**src/rtl/if_id_fetch_queue_pkg.sv**
```systemverilog
// Shared ISA constants and the queue entry layout used by the IF/ID fetch queue.
package if_id_fetch_queue_pkg;
  localparam int LEN_ADDRESS     = 32;
  localparam int LEN_INSTRUCTION = 32;
  localparam logic [LEN_INSTRUCTION-1:0] NOP_INSTRUCTION = 32'h0000_0000;

  typedef struct packed {
    logic [LEN_ADDRESS-1:0]     pc;
    logic [LEN_INSTRUCTION-1:0] instruction;
  } fetch_entry_t;
endpackage

```
**src/rtl/if_id_fetch_queue_ptr_ctrl.sv**
```systemverilog
// Pointer, occupancy and handshake control for the IF/ID fetch queue.
module queue_ptr_ctrl #(
  parameter  int DEPTH = 2,
  localparam int PTR_W = $clog2(DEPTH),
  localparam int CNT_W = $clog2(DEPTH + 1)
) (
  input  logic             clk,
  input  logic             rst,
  input  logic             flush,
  input  logic             in_valid,
  input  logic             out_ready,
  output logic             push,
  output logic             pop,
  output logic [PTR_W-1:0] wr_ptr,
  output logic [PTR_W-1:0] rd_ptr,
  output logic [CNT_W-1:0] count,
  output logic             in_ready,
  output logic             out_valid
);
  // Both flags come from registered count only, so a full queue refuses a push
  // even when decode pops in the same cycle.
  assign in_ready  = (count != CNT_W'(DEPTH));
  assign out_valid = (count != '0);
  assign push      = in_valid & in_ready & ~flush;
  assign pop       = out_valid & out_ready & ~flush;

  always_ff @(posedge clk) begin
    if (rst) begin
      wr_ptr <= '0;
      rd_ptr <= '0;
      count  <= '0;
    end else if (flush) begin
      wr_ptr <= '0;
      rd_ptr <= '0;
      count  <= '0;
    end else begin
      // DEPTH is a power of two, so natural pointer overflow is the wrap.
      if (push) wr_ptr <= wr_ptr + PTR_W'(1);
      if (pop)  rd_ptr <= rd_ptr + PTR_W'(1);
      case ({push, pop})
        2'b10:   count <= count + CNT_W'(1);
        2'b01:   count <= count - CNT_W'(1);
        default: count <= count;
      endcase
    end
  end
endmodule

```
**src/rtl/if_id_fetch_queue.sv**
```systemverilog
// IF/ID decoupling queue: buffers {pc, instruction} from fetch and presents the oldest to decode.
module if_id_fetch_queue
  import if_id_fetch_queue_pkg::*;
#(
  parameter  int DEPTH = 2,
  localparam int PTR_W = $clog2(DEPTH),
  localparam int CNT_W = $clog2(DEPTH + 1)
) (
  input  logic                       clk,
  input  logic                       rst,
  input  logic                       flush,
  input  logic                       in_valid,
  input  logic [LEN_ADDRESS-1:0]     pc_in,
  input  logic [LEN_INSTRUCTION-1:0] instruction_in,
  output logic                       in_ready,
  output logic                       out_valid,
  output logic [LEN_ADDRESS-1:0]     pc_out,
  output logic [LEN_INSTRUCTION-1:0] instruction_out,
  input  logic                       out_ready,
  output logic [CNT_W-1:0]           count
);
  logic             push;
  logic             pop;
  logic [PTR_W-1:0] wr_ptr;
  logic [PTR_W-1:0] rd_ptr;
  fetch_entry_t     entry_mem [DEPTH];
  fetch_entry_t     head;

  queue_ptr_ctrl #(.DEPTH(DEPTH)) u_ptr_ctrl (
    .clk       (clk),
    .rst       (rst),
    .flush     (flush),
    .in_valid  (in_valid),
    .out_ready (out_ready),
    .push      (push),
    .pop       (pop),
    .wr_ptr    (wr_ptr),
    .rd_ptr    (rd_ptr),
    .count     (count),
    .in_ready  (in_ready),
    .out_valid (out_valid)
  );

  // Storage is never reset; out_valid alone decides what decode sees.
  always_ff @(posedge clk) begin
    if (push) entry_mem[wr_ptr] <= '{pc: pc_in, instruction: instruction_in};
  end

  assign head            = entry_mem[rd_ptr];
  assign pc_out          = out_valid ? head.pc : '0;
  assign instruction_out = out_valid ? head.instruction : NOP_INSTRUCTION;
endmodule

```
**config.mk**
```make
export PLATFORM = sky130hd
export DESIGN_NAME = if_id_fetch_queue
export DESIGN_NICKNAME = d
export VERILOG_FILES = /design/src/rtl/if_id_fetch_queue_pkg.sv /design/src/rtl/if_id_fetch_queue_ptr_ctrl.sv /design/src/rtl/if_id_fetch_queue.sv
export SDC_FILE = /design/constraint.sdc
export NUM_CORES = 1
export LEC_CHECK = 0
export ABC_CLOCK_PERIOD_IN_PS = 4600
export CAP_MARGIN = 40
export CORE_MARGIN = 3
export CORE_UTILIZATION = 46
export CTS_CLUSTER_DIAMETER = 50
export DETAILED_ROUTE_END_ITERATION = 8
export DONT_BUFFER_PORTS = 1
export HOLD_SLACK_MARGIN = 0.15
export PLACE_DENSITY_LB_ADDON = 0.1
export SLEW_MARGIN = 40
export SYNTH_ARGS = -nofsm -noshare
export SYNTH_HDL_FRONTEND = slang
export SYNTH_SLANG_ARGS = --single-unit
```
**constraint.sdc**
```tcl
create_clock -name clk -period 4.6 [get_ports clk]
set_input_delay 0.23 -clock clk [delete_from_list [all_inputs] [get_ports clk]]
set_output_delay 0.23 -clock clk [all_outputs]
set_load 0.02 [all_outputs]
```
==> summary.txt, run 1 <==
PwrDens -> 425 nW/um^2
Final Hold Viols -> 0
largest cells by area after synthesis -> edfxtp_1 (76%), mux2i_1 (13%), nor2_1 (5.3%)
reg2reg end -> entry_mem[0][49]
most frequent cells after synthesis -> edfxtp_1 (128), nor2_1 (71), mux2i_1 (64)
first-iteration detailed-routing DRC count -> 175
DRC Markers -> 0
crit start category -> flop
period utilization -> 58.1%
DP HPWL -> 5.43 mm
Global Route Usage Sum -> 15.0%
Seq/Total Area, Yosys -> 78.3%
Async SR Flop Fraction -> 0%
first-pass GRT wire length -> 14.2 mm
Critical R2R Launch -> u_ptr_ctrl.count[0]
Hold Crit Depth -> 4
die width -> 111 um
dpl ws -> 1.86 ns
gr ovfl total -> 0
DRT Pass-1 Iters -> 5
CTS Buf Count -> 17
status -> completed
routability-driven placement congestion ratio -> 0.674
CTS Buffer Depth -> 2
CTS tree -> done
Final Critical Period -> 2.67 ns
Max-Cap Viols -> 0
post-synthesis register bit count -> 133
drt total wl -> 8.96 mm
Synth Instances -> 298
WS Path Type -> flop to flop
FILL cells -> 779
Least-Margin Pin Slew -> 0.682 ns
Worst Hold Class -> input pin to flop
Relative slew margins -> 54.5%
Routed WL per cell -> 17.0 um
core box area -> 10500 um^2
fmax -> 0.374 GHz
min-delay src -> flush
final worst setup slack -> 1.93 ns
Pins Over Slew Limit -> 0
Critical Path AT -> 2.81 ns
Setup Viol. Count Final -> 0
clock-pin slew on the worst setup and hold paths -> 0.06 ns
predominant post-synthesis flop cell -> edfxtp_1
synthesized area -> 5040 um^2
CP Capture Type -> flop
area leader, netlist -> edfxtp_1
Avg Inst Size Synth -> 16.9 um^2
critical path peak fanout -> 50
Area Overhead vs Synth -> 27.9%
clock insertion delay at the later pin of the skew report -> 0.50 ns
post-CTS sizing -> 0
number of synthesized flops with an enable pin -> 128
htree depth -> 4
ANT cells -> 0
most common cell in the netlist -> edfxtp_1
Ports -> 137
Leakage -> 2.06 nW
initial antenna violation count -> 0
FF-to-FF path depth -> 4
setup TNS -> 0 ns
Final Skew -> 0.00798 ns
DR vias -> 2650
DIE HEIGHT -> 111 um
clock sinks -> 133
vias in the first global route -> 2726
Final nets -> 448
Critical Path RT -> 4.73 ns
syn nets -> 368
largest net degree at the start of global routing -> 51
layout cells sized above 1 -> 10.2%
Synth top area share -> 76.3%
post-synth cell types -> 19
full die area -> 12200 um^2
PortBufs -> 0
Vias/cell -> 5.03
Root Driver -> clkbuf_8
Initial Util -> 48.0%
unrepaired setup endpoints after global routing -> false
Worst Hold End -> u_ptr_ctrl.count[0]
R2R setup slack -> 1.93 ns
worst vdd ir -> 0.296 mV
synth warn -> 0
post-route ant nets -> 0
row cnt -> 37
how the worst max path moves through the flow:
stage | from | to | cells past startpoint | slack, ns
floorplan | u_ptr_ctrl.count[0] | entry_mem[0][0] | 3 | 0.43
global placement | u_ptr_ctrl.count[0] | entry_mem[1][36] | 4 | 1.92
detailed placement | u_ptr_ctrl.count[0] | entry_mem[0][0] | 4 | 1.86
CTS | u_ptr_ctrl.count[0] | entry_mem[0][58] | 4 | 1.85
global route | u_ptr_ctrl.count[0] | entry_mem[0][44] | 4 | 1.76
finish | u_ptr_ctrl.count[0] | entry_mem[0][49] | 4 | 1.93
worst max-delay path, stage by stage (launching register included):
cell and delay [ns]:
dfxtp_1 0.59, nand2b_1 0.36, nand3b_1 0.27, nor2_4 0.42, buf_4 0.65
power by group:
part | switching [mW] | leakage (nW) | internal, mW
clock network | 0.493 | 0.252 | 0.722
logic | 0.0841 | 0.594 | 0.0611
registers | 0.0105 | 1.22 | 1.37
kinds of logic (layout without fill, tap and decap cells):
group / after synthesis / in the layout / share of synthesized area (%)
fa+ha+maj: 1 / 1 / 0.248
xor+xnor: 3 / 3 / 0.521
compound gates: 5 / 5 / 0.546
simple gates: 76 / 76 / 5.91
flops: 133 / 133 / 78.3
mux: 64 / 64 / 12.7
buf+inv: 16 / 109 / 1.81
registers in the layout, indices dropped and copies added (netlist names), named ones only:
register,flops
u_ptr_ctrl.count,2
u_ptr_ctrl.rd_ptr,1
entry_mem,128
u_ptr_ctrl.wr_ptr,1
layer usage:
metal	vias up	global-route usage [%]	routed length (um)
met1	1287	16.7	3530
met2	91	25.6	4670
met4	0	5.67	106
li1	1263	-	-
met5	-	0	0
met3	9	6.55	652
through the flow:
stage          cells  utilization (%)  cell area, um^2  total power, mW  hold WS (ns)
6_report         527             61.3             6440             2.74         0.204
5_1_grt          527             61.3             6440             2.85         0.253
4_1_cts          527             61.3             6440             2.77         0.180
3_5_place_dp     425             49.5             5200             1.50         0.329
3_3_place_gp     424             49.3             5180             1.49         0.329
2_1_floorplan    298                -             5040             1.48         0.329
repair_timing:
| action | 4_1_cts | 5_1_grt |
|---|---|---|
| hold buffers | 70 | 0 |
| buffers inserted | 0 | 0 |
| hold endpoints to repair | 133 | 0 |
area by class of cell:
type	count	area, um^2	area share, %
sequential	133	3950	61.3
multi-input combinational	149	1030	15.9
timing repair buffer	75	746	11.6
clock buffer	19	422	6.54
tap	136	170	2.64
clock inverter	13	125	1.94
inverter	2	7.51	0.116
cells in the final DEF (no fill, tap or decap), types with 2 or more instances in the layout:
master,n
edfxtp_1,128
dlygate4sd3_1,70
nor2_1,68
mux2i_1,64
clkbuf_16,16
clkinvlp_4,5
inv_6,4
buf_4,4
dfxtp_1,4
nor2_4,3
o21ai_0,2
inv_1,2
xor2_1,2
a21oi_1,2
clkinv_4,2
clkbuf_1,2
No activity file was read; power rests on OpenSTA's default activity.
==> run 2, diff against run 1 <==
--- a/config.mk
+++ b/config.mk
@@ -5,7 +5,8 @@
 export SDC_FILE = /design/constraint.sdc
 export NUM_CORES = 1
 export LEC_CHECK = 0
-export ABC_CLOCK_PERIOD_IN_PS = 4600
+export ABC_AREA = 1
+export ABC_CLOCK_PERIOD_IN_PS = 2200
 export CAP_MARGIN = 40
 export CORE_MARGIN = 3
 export CORE_UTILIZATION = 46
==> constraint.sdc (replaced) <==
create_clock -name clk -period 2.2 [get_ports clk]
set_input_delay 0.11 -clock clk [delete_from_list [all_inputs] [get_ports clk]]
set_output_delay 0.11 -clock clk [all_outputs]
set_load 0.02 [all_outputs]
==> run 2 against run 1 <==
Compared with the run above: routed wire length rose by 15%; cell count rose by 17%; worst setup slack got worse by 1.8 ns; critical path type unchanged; synthesized cell count rose by 28%; highest routed layer unchanged; largest cell class unchanged; clock power rose by 130%.
==> summary.txt, run 2 <==
area fraction in and, or, nand and nor cells after synthesis -> 10.9% (+5.0 points)
Vias/cell -> 5.07 (+0.76%)
CP Capture Type -> flop
synthesized area -> 5340 um^2 (+6.0%)
crit start category -> flop
DP HPWL -> 6.22 mm (+14%)
most common cell in the netlist -> nand2_1
Initial Util -> 48.2% (+0.28 points)
Final nets -> 534 (+19%)
CTS Buf Count -> 17 (unchanged)
first-iteration detailed-routing DRC count -> 156 (-11%)
most common cell after layout, fill and taps aside -> nand2_1
CTS Buffer Depth -> 2 (unchanged)
die width -> 114 um (+2.8%)
Relative slew margins -> 52.6% (-1.9 points)
Critical-path top delay cell -> dlygate4sd3_1
largest cells by area after synthesis -> edfxtp_1 (72%), a21oi_2 (9.8%), nand2_1 (9.6%)
vias in the first global route -> 3251 (+19%)
most frequent cells after synthesis -> nand2_1 (137), edfxtp_1 (128), a21oi_2 (60)
Final Skew -> 0.0113 ns (+0.00334 ns)
layout cells sized above 1 -> 23.3% (+13 points)
Least-Margin Pin Slew -> 0.711 ns (+0.0286 ns)
CP top delay family -> buffers and inverters
final worst setup slack -> 0.132 ns (-1.80 ns)
PwrDens -> 886 nW/um^2 (+110%)
Async SR Flop Fraction -> 0% (unchanged)
Global Route Usage Sum -> 16.6% (+1.5 points)
largest family of logic cells by synthesized area -> simple AND/OR/NAND/NOR gates
syn nets -> 451 (+23%)
Critical Path AT -> 2.41 ns (-0.40 ns)
fmax -> 0.484 GHz (+29%)
Root Driver -> clkbuf_16
DR vias -> 3126 (+18%)
Ports -> 137 (unchanged)
postcts setup bufs -> 0 (unchanged)
setup TNS -> 0 ns (unchanged)
DRC Markers -> 0 (unchanged)
routability-driven placement congestion ratio -> 0.734 (+8.9%)
synth warn -> 0 (unchanged)
status -> completed
Setup Viol. Count Final -> 0 (unchanged)
Synth Instances -> 381 (+28%)
clock insertion delay at the later pin of the skew report -> 0.40 ns (-0.10 ns)
multiplexer area fraction after synthesis -> 0% (-13 points)
first-pass GRT wire length -> 16.3 mm (+15%)
Post-Synth XOR/XNOR Area -> 0.164% (-0.36 points)
initial antenna violation count -> 0 (unchanged)
PortBufs -> 0 (unchanged)
Buffers & Inverters on Critical Path -> 3 (+2)
core box area -> 11100 um^2 (+5.4%)
post-synthesis register bit count -> 133 (unchanged)
gr ovfl total -> 0 (unchanged)
final core occ -> 61.6% (+0.30 points)
post-synthesis adder-cell area fraction -> 0.234% (-0.014 points)
Worst Hold Class -> input pin to flop
most frequent cells in the layout -> nand2_1 (136), edfxtp_1 (128), dlygate4sd3_1 (71), a21oi_2 (60), clkbuf_16 (17)
DIE HEIGHT -> 114 um (+2.8%)
worst vdd ir -> 0.469 mV (+58%)
Top reg by flops -> entry_mem
Max-Cap Viols -> 0 (unchanged)
drt total wl -> 10.3 mm (+15%)
htree depth -> 4 (unchanged)
worst path cell trace -> buf_6 > nor2_4 > inv_2 > nand2_1 > nor2_1 > ha_1 > xor2_1 > nor3_1 > dlygate4sd3_1
clock-pin slew on the worst setup and hold paths -> 0.06 ns (about the same)
clock sinks -> 133 (unchanged)
dpl ws -> 0.391 ns (-1.47 ns)
Area Overhead vs Synth -> 27.8% (about the same)
post-synth cell types -> 19 (unchanged)
Critical Path RT -> 2.54 ns (-2.19 ns)
Critical Path Max Stage Delay -> 0.57 ns (-0.08 ns)
FILL cells -> 865 (+11%)
row cnt -> 38 (+2.7%)
DRT Pass-1 Iters -> 4 (-1)
Avg Inst Size Synth -> 14.0 um^2 (-17%)
full die area -> 12900 um^2 (+5.7%)
CTS tree -> done
Routed WL per cell -> 16.7 um (-1.7%)
Seq/Total Area, Yosys -> 73.8% (-4.5 points)
unrepaired setup endpoints after global routing -> false
largest registers -> entry_mem x128, u_ptr_ctrl.count x2
Hold WS -> 0.256 ns (+0.0524 ns)
Leakage -> 2.34 nW (+13%)
WS Path Type -> flop to flop
critical path peak fanout -> 4 (-92%)
ANT cells -> 0 (unchanged)
Final Hold Viols -> 0 (unchanged)
largest net degree at the start of global routing -> 65 (+27%)
post-route ant nets -> 0 (unchanged)
period utilization -> 94.0% (+36 points)
Final Critical Period -> 2.07 ns (-0.605 ns)
predominant post-synthesis flop cell -> edfxtp_1
max reg flops -> 128 (unchanged)
number of synthesized flops with an enable pin -> 128 (unchanged)
Synth top area share -> 71.9% (-4.3 points)
area leader, netlist -> edfxtp_1
Compound-Gate Fraction of Synth Area -> 10.4% (+9.8 points)
Pins Over Slew Limit -> 0 (unchanged)
==> run 2: final cells by class <==
class / count / area [um^2] / area share (%)
tap: 140 / 175 / 2.57
inverter: 7 / 30.0 / 0.440
clock inverter: 14 / 176 / 2.58
timing repair buffer: 84 / 887 / 13.0
multi-input combinational: 221 / 1180 / 17.3
clock buffer: 18 / 429 / 6.29
sequential: 133 / 3950 / 57.9
==> run 2: timing repair <==
action                                  in CTS  in global routing
gates resized for setup                      0                  5
endpoints found under the setup margin       0                  1
endpoints found under the hold margin      133                  0
hold buffers                                71                  0
==> run 2: cells by family (layout without fill, tap and decap cells) <==
| kind of cell | after synthesis | count (layout) |
|---|---|---|
| AND/OR/NAND/NOR | 153 | 153 |
| flip-flops | 133 | 133 |
| AO/OA/AOI/OAI | 66 | 66 |
| buffers and inverters | 27 | 123 |
| adder cells (fa/ha/maj) | 1 | 1 |
| XOR/XNOR | 1 | 1 |
==> run 2: final timing paths <==
kind                        from  slack (ns)  cells after the start             endpoint
min reg2reg    u_ptr_ctrl.wr_ptr        0.56                      2    u_ptr_ctrl.wr_ptr
min                        flush        0.26                      6  u_ptr_ctrl.count[1]
max reg2reg  u_ptr_ctrl.count[1]        0.13                      9  u_ptr_ctrl.count[0]
max          u_ptr_ctrl.count[1]        0.13                      9  u_ptr_ctrl.count[0]
==> run 2: power by group <==
| group | switching, mW | leakage (nW) | internal [mW] |
|---|---|---|---|
| registers | 0.0175 | 1.22 | 2.85 |
| logic | 0.209 | 0.830 | 0.139 |
| clock network | 1.04 | 0.289 | 1.80 |
| total | 1.26 | 2.34 | 4.79 |
==> run 2: tightest hold or removal path, stage by stage <==
cell	delay [ns]
nor2_1	0.03
ha_1	0.22
nor2_1	0.10
nor2_1	0.05
nor2_1	0.08
nor2_1	0.05
==> run 2: layer usage <==
metal,track usage [%],up-vias,part of all wire (%)
met5,0,-,0
li1,-,1506,-
met3,6.26,18,7.6
met4,6.81,0,1.9
met2,27.8,100,50
met1,19.2,1502,40
==> run 2: per-stage QoR <==
stage,std cells,power [mW],area (um^2)
after global placement,514,3.15,5500
final,617,6.05,6830
after CTS,617,6.12,6820
after global routing,617,6.27,6830
after floorplan,381,3.12,5360
after detailed placement,514,3.16,5500
==> run 3, diff against run 2 <==
--- a/config.mk
+++ b/config.mk
@@ -6,7 +6,7 @@
 export NUM_CORES = 1
 export LEC_CHECK = 0
 export ABC_AREA = 1
-export ABC_CLOCK_PERIOD_IN_PS = 2200
+export ABC_CLOCK_PERIOD_IN_PS = 1800
 export CAP_MARGIN = 40
 export CORE_MARGIN = 3
 export CORE_UTILIZATION = 46
==> constraint.sdc (replaced) <==
create_clock -name clk -period 1.8 [get_ports clk]
set_input_delay 0.09 -clock clk [delete_from_list [all_inputs] [get_ports clk]]
set_output_delay 0.09 -clock clk [all_outputs]
set_load 0.02 [all_outputs]
==> run 3 against run 2 <==
Compared with the run above: cell count grew 0.49%; worst setup slack lost 0.0046 ns; maximum frequency grew 24%; critical path type unchanged; sequential cell count is the same; via count is essentially flat; global-route usage is essentially flat; critical endpoint unchanged; critical path depth shrank 2; first-iteration DRC count grew 39%; sequential share of layout area grew 0.090 points; routed wire length grew 1.3%.
==> summary.txt, run 3 (same netlist as run 2, synthesis figures left out) <==
status -> completed
worst vdd ir -> 0.641 mV (+37%)
most frequent cells in the layout -> nand2_1 (135), edfxtp_1 (128), dlygate4sd3_1 (68), a21oi_2 (61), clkbuf_16 (18)
FILL cells -> 837 (-3.2%)
clock insertion delay at the later pin of the skew report -> 0.40 ns (about the same)
Pint -> 5.66 mW (+18%)
Relative slew margins -> 72.3% (+20 points)
post-placement cell count -> 519 (+0.97%)
max reg flops -> 128 (unchanged)
Ports -> 137 (unchanged)
CP Capture Type -> flop
largest registers -> entry_mem x128, u_ptr_ctrl.count x2
worst path cell trace -> nor2_4 > inv_1 > nand2_1 > nor2_1 > ha_1 > xor2_1 > nor3_1
DRT Pass-1 Iters -> 4 (unchanged)
Hold WS -> 0.244 ns (-0.0120 ns)
Least-Margin Pin Slew -> 0.415 ns (-0.295 ns)
switching part of the total -> 20.2% (-0.70 points)
PwrDens -> 1040 nW/um^2 (+17%)
wl on met1 -> 4.34 mm (+4.6%)
area of the multi-input gates -> 1200 um^2 (+2.1%)
unrepaired setup endpoints after global routing -> false
Critical Path AT -> 1.98 ns (-0.43 ns)
DIE HEIGHT -> 114 um (unchanged)
Final Skew -> 0.0102 ns (-0.00117 ns)
Leakage -> 2.34 nW (about the same)
Buffers & Inverters on Critical Path -> 1 (-2)
dpl ws -> 0.193 ns (-0.198 ns)
layout cells sized above 1 -> 24.4% (+1.2 points)
clock sinks -> 133 (unchanged)
vias in the first global route -> 3267 (+0.49%)
Global Route Usage Sum -> 16.5% (-0.050 points)
initial antenna violation count -> 1 (+1)
most common cell after layout, fill and taps aside -> nand2_1
setup TNS -> 0 ns (unchanged)
metal3 WL -> 720 um (-7.6%)
post-route ant nets -> 0 (unchanged)
Vias/cell -> 5.05 (-0.39%)
Critical Path Max Stage Delay -> 0.40 ns (-0.17 ns)
Root Driver -> clkbuf_16
sequential fraction of design power -> 49.5% (+2.1 points)
Routed WL per cell -> 16.8 um (+0.84%)
first-iteration detailed-routing DRC count -> 217 (+39%)
non-filler cells, final -> 620 (+0.49%)
crit start category -> flop
Final nets -> 537 (+0.56%)
row cnt -> 38 (unchanged)
first-pass GRT wire length -> 16.3 mm (-0.17%)
Top reg by flops -> entry_mem
fmax -> 0.598 GHz (+24%)
WS Path Type -> flop to flop
Pins Over Slew Limit -> 0 (unchanged)
DR vias -> 3129 (+0.096%)
Max Used Layer -> met4
drt total wl -> 10.4 mm (+1.3%)
FF+latch area -> 3950 um^2 (about the same)
largest net degree at the start of global routing -> 65 (unchanged)
htree depth -> 4 (unchanged)
Met2 Routed Length -> 5.27 mm (+1.7%)
full die area -> 12900 um^2 (unchanged)
critical path peak fanout -> 5 (+1)
final core occ -> 61.6% (about the same)
Final Hold Viols -> 0 (unchanged)
Setup Viol. Count Final -> 0 (unchanged)
sw power -> 1.43 mW (+13%)
Final Critical Period -> 1.67 ns (-0.395 ns)
core box area -> 11100 um^2 (unchanged)
CTS Buffer Depth -> 2 (unchanged)
clock group share of total power -> 44.4% (-2.4 points)
CTS Buf Count -> 17 (unchanged)
CP top delay family -> simple AND/OR/NAND/NOR gates
Initial Util -> 48.2% (unchanged)
period utilization -> 92.9% (-1.1 points)
Critical-path top delay cell -> dfxtp_4
PortBufs -> 0 (unchanged)
routability-driven placement congestion ratio -> 0.738 (+0.55%)
clock-pin slew on the worst setup and hold paths -> 0.05 ns (about the same)
Worst Hold Class -> input pin to flop
DRC Markers -> 0 (unchanged)
CTS tree -> done
Area Overhead vs Synth -> 27.7% (about the same)
final worst setup slack -> 0.128 ns (-0.00458 ns)
die width -> 114 um (unchanged)
DP HPWL -> 6.14 mm (-1.3%)
Max-Cap Viols -> 0 (unchanged)
gr ovfl total -> 0 (unchanged)
Critical Path RT -> 2.10 ns (-0.44 ns)
Gate power share -> 6.1% (+0.3 points)
==> run 3: cell count changes in the layout (fill, tap and decap cells not counted), sizes merged <==
cell	delta
clkinv	+2
clkinvlp	+1
inv	-4
clkbuf	+2
buf	+5
diode	+1
dlygate4sd3	-3
bufinv	-1
==> run 3: routing by layer <==
metal / vias to the layer above / GRT usage [%]
met3: 12 / 6.68
met2: 92 / 27.7
met1: 1518 / 19.3
met5: - / 0
met4: 0 / 5.78
li1: 1507 / -
==> run 3: worst paths after layout <==
path,slack [ns],startpoint,to,cells past startpoint
hold reg to reg,0.54,u_ptr_ctrl.rd_ptr,u_ptr_ctrl.rd_ptr,2
setup reg to reg,0.13,u_ptr_ctrl.count[1],u_ptr_ctrl.count[0],7
hold / removal,0.24,flush,u_ptr_ctrl.count[1],6
setup / recovery,0.13,u_ptr_ctrl.count[1],u_ptr_ctrl.count[0],7
==> run 3: timing repair <==
| item | in CTS | in global routing |
|---|---|---|
| endpoints found under the hold margin | 133 | 0 |
| setup endpoints to repair | 1 | 4 |
| buffers inserted | 0 | 0 |
| gates cloned | 0 | 1 |
| pin swaps | 0 | 0 |
| hold buffers | 68 | 0 |
| gates resized for setup | 1 | 2 |
==> run 3: final cells by class <==
| type | instances | share of cell area, % |
|---|---|---|
| multi-input combinational | 221 | 17.7 |
| clock inverter | 12 | 1.67 |
| tap | 140 | 2.57 |
| timing repair buffer | 87 | 13.3 |
| clock buffer | 19 | 6.35 |
| sequential | 133 | 57.9 |
| inverter | 7 | 0.477 |
| antenna | 1 | 0.0367 |
==> run 3: power groups by stage <==
stage	Sequential, mW	Clock (mW)	Combinational (mW)
after floorplan	3.57	0	0.249
after global placement	3.57	0	0.292
after detailed placement	3.57	0	0.295
after CTS	3.51	3.21	0.439
after global routing	3.52	3.37	0.472
final	3.51	3.15	0.436
==> run 3: per-stage QoR <==
step                      power [mW]  cell area [um^2]
final                           7.10              6820
after global routing            7.36              6820
after CTS                       7.16              6810
after detailed placement        3.87              5570
after global placement          3.86              5570
after floorplan                 3.82              5390
==> run 3: worst reg2reg max path, delay by kind of cell (launching register included) <==
kind	cells	cell delay (ns)
AND/OR/NAND/NOR	4	0.52
flip-flops	1	0.40
adder cells (fa/ha/maj)	1	0.31
buffers and inverters	1	0.18
XOR/XNOR	1	0.18
